$ cat config.mk
export PLATFORM = sky130hd
export DESIGN_NAME = tick_period_monitor
export DESIGN_NICKNAME = d
export VERILOG_FILES = /design/src/rtl/tick_period_monitor.sv
export SDC_FILE = /design/constraint.sdc
export NUM_CORES = 1
export LEC_CHECK = 0
export ABC_AREA = 1
export BUFFER_PORTS_ARGS = -buffer_cell sky130_fd_sc_hd__clkbuf_2
export CAP_MARGIN = 20
export CORE_ASPECT_RATIO = 1.4
export CORE_MARGIN = 5
export CORE_UTILIZATION = 50
export DETAILED_ROUTE_END_ITERATION = 12
export PLACE_DENSITY = 0.73
export RECOVER_POWER = 100
export REMOVE_ABC_BUFFERS = 1
export SYNTH_ARGS = -nofsm -noshare
export SYNTH_HDL_FRONTEND = slang
export SYNTH_SLANG_ARGS = --single-unit
$ cat constraint.sdc
create_clock -name clk -period 3.2 [get_ports clk]
set_input_delay 0.96 -clock clk [delete_from_list [all_inputs] [get_ports clk]]
set_output_delay 0.96 -clock clk [all_outputs]
set_load 0.005 [all_outputs]
$ cat src/rtl/tick_period_monitor.sv
// Tick period monitor: measures the distance between consecutive single-cycle ticks and
// tracks lock/fault status against the expected period within a tolerance.
module tick_period_monitor #(
    parameter int unsigned P        = 7501,
    parameter int unsigned TOL      = 2,
    parameter int unsigned LOCK_CNT = 3,
    parameter int unsigned WBITS    = 14
) (
    input  logic             clk,
    input  logic             rst,
    input  logic             tick,
    input  logic             err_in,
    input  logic             clr,
    output logic             locked,
    output logic             fault,
    output logic             sticky_err,
    output logic [WBITS-1:0] ival,
    output logic             ival_vld,
    output logic [7:0]       fault_cnt
);

    typedef enum logic [1:0] {StIdle, StAcq, StLock, StFault} state_e;

    localparam logic [WBITS-1:0] LoLim   = WBITS'(P - TOL);
    localparam logic [WBITS-1:0] HiLim   = WBITS'(P + TOL);
    localparam logic [WBITS-1:0] ToLim   = WBITS'(P + TOL + 1);
    localparam logic [3:0]       LockTgt = 4'(LOCK_CNT);

    state_e           state_q, state_d;
    logic [WBITS-1:0] cnt_q, cnt_d;
    logic [3:0]       run_q, run_d;
    logic [WBITS-1:0] ival_q;
    logic             ival_vld_q;
    logic             sticky_q;
    logic [7:0]       fault_cnt_q;

    logic good;
    logic timeout;
    logic fault_entry;
    logic measured;

    assign good     = (cnt_q >= LoLim) && (cnt_q <= HiLim);
    // A tick landing on the timeout count is treated as a late tick instead.
    assign timeout  = !tick && (cnt_q == ToLim) && ((state_q == StAcq) || (state_q == StLock));
    // The first tick after IDLE has no preceding tick, so it carries no interval.
    assign measured = tick && (state_q != StIdle);

    always_comb begin
        cnt_d = cnt_q;
        if (tick) begin
            cnt_d = WBITS'(1);
        end else if (cnt_q != '1) begin
            cnt_d = cnt_q + WBITS'(1);
        end
    end

    always_comb begin
        state_d = state_q;
        run_d   = run_q;
        unique case (state_q)
            StIdle: begin
                if (tick) begin
                    state_d = StAcq;
                    run_d   = '0;
                end
            end
            StAcq: begin
                if (tick) begin
                    if (good) begin
                        run_d = run_q + 4'd1;
                        if (run_q + 4'd1 == LockTgt) begin
                            state_d = StLock;
                        end
                    end else begin
                        run_d = '0;
                    end
                end else if (timeout) begin
                    state_d = StIdle;
                    run_d   = '0;
                end
            end
            StLock: begin
                if ((tick && !good) || timeout) begin
                    state_d = StFault;
                end
            end
            StFault: begin
                if (tick) begin
                    state_d = StAcq;
                    run_d   = '0;
                end
            end
            default: begin
                state_d = StIdle;
                run_d   = '0;
            end
        endcase
        if (err_in) begin
            state_d = StFault;
            run_d   = '0;
        end
    end

    assign fault_entry = (state_d == StFault) && (state_q != StFault);

    always_ff @(posedge clk) begin
        if (rst) begin
            state_q     <= StIdle;
            cnt_q       <= '0;
            run_q       <= '0;
            ival_q      <= '0;
            ival_vld_q  <= 1'b0;
            sticky_q    <= 1'b0;
            fault_cnt_q <= '0;
        end else begin
            state_q    <= state_d;
            cnt_q      <= cnt_d;
            run_q      <= run_d;
            ival_vld_q <= measured;
            if (measured) begin
                ival_q <= cnt_q;
            end
            // Entry wins over a simultaneous clear.
            if (fault_entry) begin
                sticky_q <= 1'b1;
                if (fault_cnt_q != 8'hff) begin
                    fault_cnt_q <= fault_cnt_q + 8'd1;
                end
            end else if (clr) begin
                sticky_q    <= 1'b0;
                fault_cnt_q <= '0;
            end
        end
    end

    assign locked     = (state_q == StLock);
    assign fault      = (state_q == StFault);
    assign sticky_err = sticky_q;
    assign ival       = ival_q;
    assign ival_vld   = ival_vld_q;
    assign fault_cnt  = fault_cnt_q;

    a_lock_fault_excl: assert property (@(posedge clk) disable iff (rst) !(locked && fault));

`ifdef FORMAL
    // Once the environment settles (no reset, no upstream error, every interval good),
    // the monitor must end up permanently locked.
    m_env_settles: assume property (@(posedge clk)
        s_eventually always (!rst && !err_in && (cnt_q <= HiLim) && (!tick || good)));
    a_eventually_locked: assert property (@(posedge clk) s_eventually always locked);
`endif

endmodule

==> results.json <==
{
  "synth_edf_count": 0,
  "die_h_um": 90.5,
  "core.rowCount": 29,
  "synth_top_area_frac": 0.380,
  "wl_met3_um": 177,
  "p_int_w": 0.000813,
  "avgSynthCellArea_um2": 7.45,
  "layout-drive-gt1-share": 0.130,
  "hp-class": "reg2reg",
  "ir_drop_uv": 230,
  "slew_violations": 0,
  "timing.setup.tns_ps": 0,
  "yosysUniqueCellTypes": 37,
  "fmax_mhz": 380,
  "p_clk_frac": 0.323,
  "cts_tree": "yes",
  "power.leakage_nw": 1.12,
  "core_um2": 4500,
  "pre_cts_slack_ps": 746,
  "path_depth": 12,
  "cts_max_level": 2,
  "finalSetupViolations": 0,
  "wl_met2_um": 2550,
  "drt-pass1-iter-count": 4,
  "grt_pass1_wl_um": 8800,
  "clkLatencyLatePin_ps": 300,
  "cp-end-kind": "flop",
  "max_stage_delay_ps": 270,
  "p_seq_frac": 0.529,
  "cts_sinks": 44,
  "syn_inst": 311,
  "critPathLaunchType": "input port",
  "hold_buffers": 0,
  "period_share": 0.822,
  "slowest_stage": "clkbuf_1",
  "ant_nets": 0,
  "cts_resized": 0,
  "grt_pass1_vias": 1997,
  "track_usage": 0.181,
  "slew_headroom": 0.394,
  "clk_path_buf_depth": 2,
  "port-buffer-count": 30,
  "ys_seq_elements": 44,
  "drv_cap": 0,
  "synth_top_area_cell": "dfxtp_1",
  "nNetsFinal": 360,
  "dieWidth_um": 67.5,
  "crit_arrival_ps": 2830,
  "yosys-top-cells-area": "dfxtp_1 (38%), a21oi_1 (8.2%), nand2_1 (6.8%)",
  "sw_frac_of_total": 0.282,
  "worst_slack_ps": 568,
  "drtIter0Drc": 139,
  "path_class": "in2reg",
  "vias_per_cell": 5.09,
  "post-cts-setup-buffers": 0,
  "wl_per_cell_um": 12.3,
  "power_switching_w": 0.000319,
  "crit_fanout": 9,
  "place_congestion": 0.816,
  "crit_path_frequent_cell": "nand2_1",
  "numCtsBuffers": 5,
  "dieArea_um2": 6110,
  "area_delta_synth_final_pct": 11.8,
  "cp_num_buf_inv": 2,
  "vias": 2075,
  "cts_root_buf": "clkbuf_8",
  "drc": 0,
  "start_util": 0.515,
  "routed.top_layer": "met4",
  "whs_path_depth": 2,
  "crit_family": "simple AND/OR/NAND/NOR gates",
  "fin_crit_ps": 2630,
  "antenna_found_initial": 0,
  "finClkSkew_ps": 3.36,
  "dp_hpwl_um": 3840,
  "worst_slew_pin_slew_ps": 910,
  "synth_ff_type": "dfxtp_1",
  "grt_max_degree": 27,
  "path_cells": "clkbuf_1 > nand2_1 > clkinv_1 > nand2_1 > nor2_1 > nand4_1 > a21oi_1 > nand2_1 > nand2_1 > nand2_1 > a21oi_1 > nor2_1",
  "n_antenna_cell": 0,
  "clk_pin_slew_ps": 80,
  "required_ps": 3400,
  "cellPowerDensity_nw_per_um2": 437,
  "met1_length_um": 2220,
  "globalRouteOverflowTotal": 0,
  "yosys_warnings": 0,
  "ys_seq_area_frac": 0.380,
  "status": "completed",
  "rsz0062_at_grt": "false",
  "ioPinCount": 31,
  "p_comb_frac": 0.148,
  "wl_um": 5030,
  "synth_most_common_cell": "dfxtp_1",
  "synth_async_sr_flop_share": 0,
  "finalHoldViolations": 0,
  "r2r_cells": 13,
  "syn_area_um2": 2320,
  "synth.top_cells.by_count": "dfxtp_1 (44), nand2_1 (42), a21oi_1 (38), inv_1 (37), nor2_1 (32)"
}
-- worst reg2reg max path, cell delays in order, from the launching register on --
cell     delay [ps]
dfxtp_1         430
inv_1           110
ha_1            330
inv_1            70
nor2_1          110
nand3_2         110
nand3_1          80
inv_1            40
a21oi_1         210
nand2_1         210
nand2_1         230
nand2_1         240
a21oi_1         200
nor2_1           50
-- area by class of cell --
| class | count | area (um^2) |
|---|---|---|
| Fill cell | 467 | 1910 |
| Clock inverter | 1 | 7.51 |
| Clock buffer | 7 | 86.3 |
| Timing Repair Buffer | 32 | 145 |
| Inverter | 44 | 168 |
| Multi-Input combinational cell | 218 | 1220 |
| Sequential cell | 44 | 881 |
| Tap cell | 62 | 77.6 |
-- stage by stage --
| stage | hold WS (ps) | cells | total power (W) | area [um^2] | util |
|---|---|---|---|---|---|
| floorplan | 449 | 306 | 0.000727 | 2300 | - |
| global placement | 467 | 400 | 0.000789 | 2540 | 0.564 |
| detailed placement | 470 | 400 | 0.000792 | 2540 | 0.564 |
| CTS | 481 | 408 | 0.00116 | 2630 | 0.585 |
| global route | 497 | 408 | 0.00120 | 2590 | 0.575 |
| finish | 473 | 408 | 0.00113 | 2590 | 0.575 |
-- cells by family after synthesis --
family                   count (synthesis)  synth area share
AO/OA/AOI/OAI                           68             0.163
buffers and inverters                   49            0.0810
flip-flops                              44             0.380
AND/OR/NAND/NOR                        134             0.299
adder cells (fa/ha/maj)                 10            0.0540
XOR/XNOR                                 6            0.0227
-- per-layer routing --
metal  vias up  track usage
li1       1093            -
met1       943        0.216
met2        32        0.312
met3         7       0.0349
met4         0       0.0609
met5         -            0
-- final timing paths --
| path | startpoint | to | slack (ps) |
|---|---|---|---|
| max | tick | fault_cnt[0] | 570 |
| min | sticky_err | sticky_err | 470 |
| max reg2reg | state_q[0] | fault_cnt[0] | 680 |
| min reg2reg | sticky_err | sticky_err | 470 |
-- placed cells by master, fill, tap and decap left out, types with 3 or more instances in the layout --
master | Yosys | layout
inv_2 | 5 | 3
nand4_1 | 6 | 6
clkbuf_1 | 3 | 13
nor3_1 | 12 | 12
xor2_1 | 4 | 4
clkbuf_8 | 0 | 6
dfxtp_1 | 44 | 44
o21ai_0 | 21 | 22
inv_1 | 37 | 38
nand2_1 | 42 | 46
ha_1 | 10 | 10
a21oi_1 | 38 | 39
clkbuf_2 | 0 | 17
nand3_1 | 18 | 18
nor2_1 | 32 | 32
-- power groups by stage --
stage | clock network (W) | registers (W) | logic, W
after floorplan | 0 | 0.000610 | 0.000117
after global placement | 0 | 0.000610 | 0.000178
after detailed placement | 0 | 0.000611 | 0.000180
after CTS | 0.000377 | 0.000598 | 0.000182
after global routing | 0.000406 | 0.000601 | 0.000194
final | 0.000365 | 0.000598 | 0.000168
-- registers in the layout, indices dropped and copies added, names as in the netlist --
name and flops:
ival_vld 1, cnt_q 14, state_q 2, sticky_err 1
fault_cnt 8, ival 14, run_q 4
Note: power is estimated with default switching activity, not from simulation.
